File: src/rtl/axi_lite_simplebus_bridge.sv
// AXI-Lite target bridged onto a single-outstanding Simplebus register master.
// Writes and reads share one FSM; contention for the bus alternates between them.
module axi_lite_simplebus_bridge #(
  parameter int ADDR_WIDTH     = 32,
  parameter int TIMEOUT_CYCLES = 255
) (
  input  logic                  clock,
  input  logic                  reset,
  input  logic [ADDR_WIDTH-1:0] axi_in_awaddr,
  input  logic [2:0]            axi_in_awprot,
  input  logic                  axi_in_awvalid,
  output logic                  axi_in_awready,
  input  logic [31:0]           axi_in_wdata,
  input  logic [3:0]            axi_in_wstrb,
  input  logic                  axi_in_wvalid,
  output logic                  axi_in_wready,
  output logic                  axi_in_bvalid,
  output logic [1:0]            axi_in_bresp,
  input  logic                  axi_in_bready,
  input  logic [ADDR_WIDTH-1:0] axi_in_araddr,
  input  logic [2:0]            axi_in_arprot,
  input  logic                  axi_in_arvalid,
  output logic                  axi_in_arready,
  output logic                  axi_in_rvalid,
  output logic [1:0]            axi_in_rresp,
  output logic [31:0]           axi_in_rdata,
  input  logic                  axi_in_rready,
  output logic [31:0]           sb_address,
  output logic [31:0]           sb_write_data,
  output logic                  sb_write_strobe,
  output logic                  sb_read_strobe,
  input  logic                  sb_ready,
  input  logic                  sb_read_valid,
  input  logic [31:0]           sb_read_data
);
  localparam logic [2:0] IDLE     = 3'd0;
  localparam logic [2:0] WR_ISSUE = 3'd1;
  localparam logic [2:0] WR_WAIT  = 3'd2;
  localparam logic [2:0] WR_RESP  = 3'd3;
  localparam logic [2:0] RD_ISSUE = 3'd4;
  localparam logic [2:0] RD_WAIT  = 3'd5;
  localparam logic [2:0] RD_RESP  = 3'd6;

  localparam logic [1:0] RESP_OKAY   = 2'b00;
  localparam logic [1:0] RESP_SLVERR = 2'b10;

  localparam int CNT_W = (TIMEOUT_CYCLES > 255) ? $clog2(TIMEOUT_CYCLES + 1) : 8;
  localparam logic [CNT_W-1:0] CNT_LAST = CNT_W'(TIMEOUT_CYCLES - 1);

  logic [2:0]            state_q, state_d;
  logic                  prefer_wr_q, prefer_wr_d;
  logic                  awready_q, awready_d;
  logic                  arready_q, arready_d;
  logic [ADDR_WIDTH-1:0] addr_q, addr_d;
  logic [31:0]           wdata_q, wdata_d;
  logic [1:0]            bresp_q, bresp_d;
  logic [1:0]            rresp_q, rresp_d;
  logic [31:0]           rdata_q, rdata_d;
  logic [CNT_W-1:0]      cnt_q, cnt_d;

  logic wr_req, grant_wr, grant_rd, wr_bad, rd_bad, timed_out;
  logic unused_prot;

  assign unused_prot = ^{axi_in_awprot, axi_in_arprot};

  assign wr_req    = axi_in_awvalid && axi_in_wvalid;
  assign grant_wr  = wr_req && (prefer_wr_q || !axi_in_arvalid);
  assign grant_rd  = axi_in_arvalid && !grant_wr;
  assign wr_bad    = (axi_in_wstrb != 4'hF) || (axi_in_awaddr[1:0] != 2'b00);
  assign rd_bad    = (axi_in_araddr[1:0] != 2'b00);
  // The last busy cycle is the one where the counter sits at TIMEOUT_CYCLES-1.
  assign timed_out = (cnt_q >= CNT_LAST);

  always_comb begin
    state_d     = state_q;
    prefer_wr_d = prefer_wr_q;
    awready_d   = 1'b0;
    arready_d   = 1'b0;
    addr_d      = addr_q;
    wdata_d     = wdata_q;
    bresp_d     = bresp_q;
    rresp_d     = rresp_q;
    rdata_d     = rdata_q;
    cnt_d       = cnt_q;
    case (state_q)
      IDLE: begin
        if (awready_q) begin
          if (wr_req) begin
            addr_d      = axi_in_awaddr;
            wdata_d     = axi_in_wdata;
            prefer_wr_d = 1'b0;
            cnt_d       = '0;
            if (wr_bad) begin
              bresp_d = RESP_SLVERR;
              state_d = WR_RESP;
            end else begin
              bresp_d = RESP_OKAY;
              state_d = WR_ISSUE;
            end
          end
        end else if (arready_q) begin
          if (axi_in_arvalid) begin
            addr_d      = axi_in_araddr;
            prefer_wr_d = 1'b1;
            cnt_d       = '0;
            rdata_d     = '0;
            if (rd_bad) begin
              rresp_d = RESP_SLVERR;
              state_d = RD_RESP;
            end else begin
              rresp_d = RESP_OKAY;
              state_d = RD_ISSUE;
            end
          end
        end else begin
          awready_d = grant_wr;
          arready_d = grant_rd;
        end
      end
      WR_ISSUE: begin
        cnt_d = cnt_q + CNT_W'(1);
        if (sb_ready) begin
          state_d = WR_WAIT;
        end else if (timed_out) begin
          bresp_d = RESP_SLVERR;
          state_d = WR_RESP;
        end
      end
      WR_WAIT: begin
        cnt_d = cnt_q + CNT_W'(1);
        // Completion outranks a timeout landing in the same cycle.
        if (sb_ready) begin
          bresp_d = RESP_OKAY;
          state_d = WR_RESP;
        end else if (timed_out) begin
          bresp_d = RESP_SLVERR;
          state_d = WR_RESP;
        end
      end
      RD_ISSUE: begin
        cnt_d = cnt_q + CNT_W'(1);
        if (sb_ready) begin
          state_d = RD_WAIT;
        end else if (timed_out) begin
          rresp_d = RESP_SLVERR;
          rdata_d = '0;
          state_d = RD_RESP;
        end
      end
      RD_WAIT: begin
        cnt_d = cnt_q + CNT_W'(1);
        if (sb_read_valid) begin
          rdata_d = sb_read_data;
          rresp_d = RESP_OKAY;
          state_d = RD_RESP;
        end else if (timed_out) begin
          rresp_d = RESP_SLVERR;
          rdata_d = '0;
          state_d = RD_RESP;
        end
      end
      WR_RESP: if (axi_in_bready) state_d = IDLE;
      RD_RESP: if (axi_in_rready) state_d = IDLE;
      default: state_d = IDLE;
    endcase
  end

  always_ff @(posedge clock) begin
    if (reset) begin
      state_q     <= IDLE;
      prefer_wr_q <= 1'b1;
      awready_q   <= 1'b0;
      arready_q   <= 1'b0;
      addr_q      <= '0;
      bresp_q     <= 2'b00;
      rresp_q     <= 2'b00;
      rdata_q     <= '0;
      cnt_q       <= '0;
    end else begin
      state_q     <= state_d;
      prefer_wr_q <= prefer_wr_d;
      awready_q   <= awready_d;
      arready_q   <= arready_d;
      addr_q      <= addr_d;
      bresp_q     <= bresp_d;
      rresp_q     <= rresp_d;
      rdata_q     <= rdata_d;
      cnt_q       <= cnt_d;
    end
  end

  // Write data is only visible while strobing, so it needs no reset.
  always_ff @(posedge clock) begin
    wdata_q <= wdata_d;
  end

  assign axi_in_awready  = awready_q;
  assign axi_in_wready   = awready_q;
  assign axi_in_arready  = arready_q;
  assign axi_in_bvalid   = (state_q == WR_RESP);
  assign axi_in_rvalid   = (state_q == RD_RESP);
  assign axi_in_bresp    = bresp_q;
  assign axi_in_rresp    = rresp_q;
  assign axi_in_rdata    = rdata_q;
  assign sb_address      = 32'(addr_q);
  assign sb_write_strobe = (state_q == WR_ISSUE) && sb_ready;
  assign sb_read_strobe  = (state_q == RD_ISSUE) && sb_ready;
  assign sb_write_data   = sb_write_strobe ? wdata_q : 32'h0;

endmodule

File: config.mk
export PLATFORM = sky130hd
export DESIGN_NAME = axi_lite_simplebus_bridge
export DESIGN_NICKNAME = d
export VERILOG_FILES = /design/src/rtl/axi_lite_simplebus_bridge.sv
export SDC_FILE = /design/constraint.sdc
export NUM_CORES = 1
export LEC_CHECK = 0
export CAP_MARGIN = 20
export CORE_MARGIN = 2
export CORE_UTILIZATION = 40
export CTS_BUF_LIST = sky130_fd_sc_hd__clkbuf_16
export CTS_CLUSTER_DIAMETER = 200
export DETAILED_ROUTE_END_ITERATION = 12
export PLACE_DENSITY = 0.78
export SYNTH_ARGS = -nofsm -noshare
export SYNTH_HDL_FRONTEND = slang
export SYNTH_SLANG_ARGS = --single-unit
export TNS_END_PERCENT = 100
File: constraint.sdc
create_clock -name clock -period 3.4 [get_ports clock]
set_input_delay 0.51 -clock clock [delete_from_list [all_inputs] [get_ports clock]]
set_output_delay 0.51 -clock clock [all_outputs]
set_load 0.05 [all_outputs]
==> run metrics <==
Setup TNS Final 0 ns; Worst setup EP type output port; Synth area leaders dfxtp_1 34%, edfxtp_1 20%, mux2i_1 6.6%; Final period util 0.8689; routed wire length per instance 16.02 um; Reg area 2604 um2; top-count cell post-synth dfxtp_1; Top Ports 254; largest area contributor in the netlist dfxtp_1; critical path type flip-flop to output port; cell count after placement 798; Residual DRC 0; setup ws final 0.4456 ns; final setup fails 0; Yosys top cell area share 0.3384; Critical Path Fanout Max 18; RSZ-0062 raised after global routing no; H-tree lvl count 4; Final nets 819; register area share after synthesis 0.5365; Slew @ Worst Pin 0.7300 ns; largest net degree at the start of global routing 66; leakage power 2.857 nW; f_max 338.5 MHz; Global Route Usage Sum 0.2001; initial core utilization 0.4072; cts hold-fix bufs 0; core footprint 11,910 um2; Die Wd 114.1 um; final WL 13,280 um; max cap viols 0; Clock Latency Late Sink 0.40 ns; Synthesized Nets 579; Hold Path Class flip-flop to flip-flop; vias in the first global route 4,110; Worst EP required 2.89 ns; DRT iter0 DRCs 279; Post-synth EDFFs 32; die height 114.1 um; Commonest cells post-synth 82 x dfxtp_1, 35 x nor2_1, 33 x a22o_1, 33 x and2_1; PortBufs 247; Clock Sink Count 114; maximum vdd ir drop 0.2987 mV; clk_skew 0.009071 ns; first-pass GRT wire length 20,580 um; clk buf depth 2; Syn-to-layout area delta 63.09%; post-CTS resize count 0; CTS tree yes; Row Count 40; drt pass-1 iters 4; ANT nets after route 0; endpoints failing hold 0; clk slew on worst S/H paths 0.05 ns; Post-DP HPWL 9915 um; Post-CTS Repair Setup Buffers 0; crit path DAT 2.44 ns; CTS root buf clkbuf_16; ant diodes 0; initial antenna violation count 0; routed vias/inst 5.087; Syn Inst Count 430; share of cells above drive strength 1 0.1584; status completed; Cell variety after synth 58; GP Congestion 0.8575; Fill cells 952; cts bufs inserted 17; via count 4,217; Synth Area per Inst 11.28 um2; min Tclk post-route 2.954 ns; Critical Path Source Type flip-flop; multi-input logic area 2054 um2; Pwr Density 500.9 nW/um2; yosys warns 0; final non-filler cell total 829; total die area 13,020 um2; Synth Cell Area 4851 um2; register bit total from synthesis 114; GRT overflow 0; fin. max-slew vios 0; worst slack, placed 0.6790 ns; FFs w/ async S/R, synth 0; Post-synth top flop dfxtp_1; Slew HR 0.5127
## flip-flops by register name (all words and copies together) (netlist names)
signal          flops
axi_in_rdata       32
cnt_q               8
sb_address         32
axi_in_awready      1
axi_in_rresp        2
state_q             3
axi_in_bresp        2
axi_in_arready      1
wdata_q            32
prefer_wr_q         1
## path summary, 6_finish.rpt
check / start / endpoint / slack (ns) / depth (start not counted)
max reg2reg: state_q[0] / axi_in_rdata[14] / 1.19 / 4
max: state_q[2] / sb_read_strobe / 0.45 / 4
min reg2reg: axi_in_rdata[12] / axi_in_rdata[12] / 0.47 / 1
min: axi_in_rdata[12] / axi_in_rdata[12] / 0.47 / 1
## metrics by stage
stage               power (W)  utilization  hold slack (ns)  cell area (um2)
finish               0.003963       0.6642           0.4728             7911
global route         0.004109       0.6642           0.4958             7911
CTS                  0.003999       0.6642           0.4761             7911
detailed placement   0.002207       0.6141           0.4632             7315
global placement     0.002191       0.6141           0.4449             7315
floorplan            0.001912            -           0.4497             4851
## kinds of logic (layout without fill, tap and decap cells)
logic type                 count (synthesis)  count (layout)  synth area share
AOI/OAI and AO/OA                        112             112            0.1942
xor gates and xnor gates                   2               2          0.003612
adders and majority gates                  2               2          0.005158
buffers and inverters                     39             291           0.04256
DFF                                      114             114            0.5365
muxes                                     32              32           0.06603
and+or+nand+nor                          129             129            0.1519
## cell usage in the layout, fill, tap and decap left out, types with 13 or more instances in the layout
| cell | count |
|---|---|
| dfxtp_1 | 81 |
| a21oi_1 | 14 |
| edfxtp_1 | 32 |
| a211oi_2 | 20 |
| clkdlybuf4s50_1 | 213 |
| nor2_1 | 33 |
| buf_4 | 39 |
| mux2i_1 | 32 |
| a211oi_1 | 13 |
| and2_1 | 33 |
| a22o_1 | 33 |
| clkbuf_16 | 17 |
## final cells by class
cell class | count | area share
timing repair buffer | 254 | 0.3097
tap | 147 | 0.02325
clock inverter | 14 | 0.02167
inverter | 6 | 0.002847
multi-input combinational | 277 | 0.2597
clock buffer | 17 | 0.05377
sequential | 114 | 0.3291
## per-layer routing
metal  up-vias  part of all wire  global-route usage
li1       2071                 -                   -
met1      1985              0.40              0.2305
met2       142              0.52              0.3560
met3        19             0.058             0.05029
met4         0             0.020             0.07886
met5         -                 0                   0
## worst max-delay path, cell delays in order (launching register included)
cell and delay, ns:
dfxtp_1 0.67, nor2b_1 0.27, nand3_1 0.17, inv_1 0.12, clkdlybuf4s50_1 0.82
## where the power goes
group / switching [W] / internal [W]
sequential: 0.0000480 / 0.00145
clock: 0.000581 / 0.00120
combinational: 0.000364 / 0.000317
total: 0.000992 / 0.00297
Note: power is estimated with default switching activity, not from simulation.
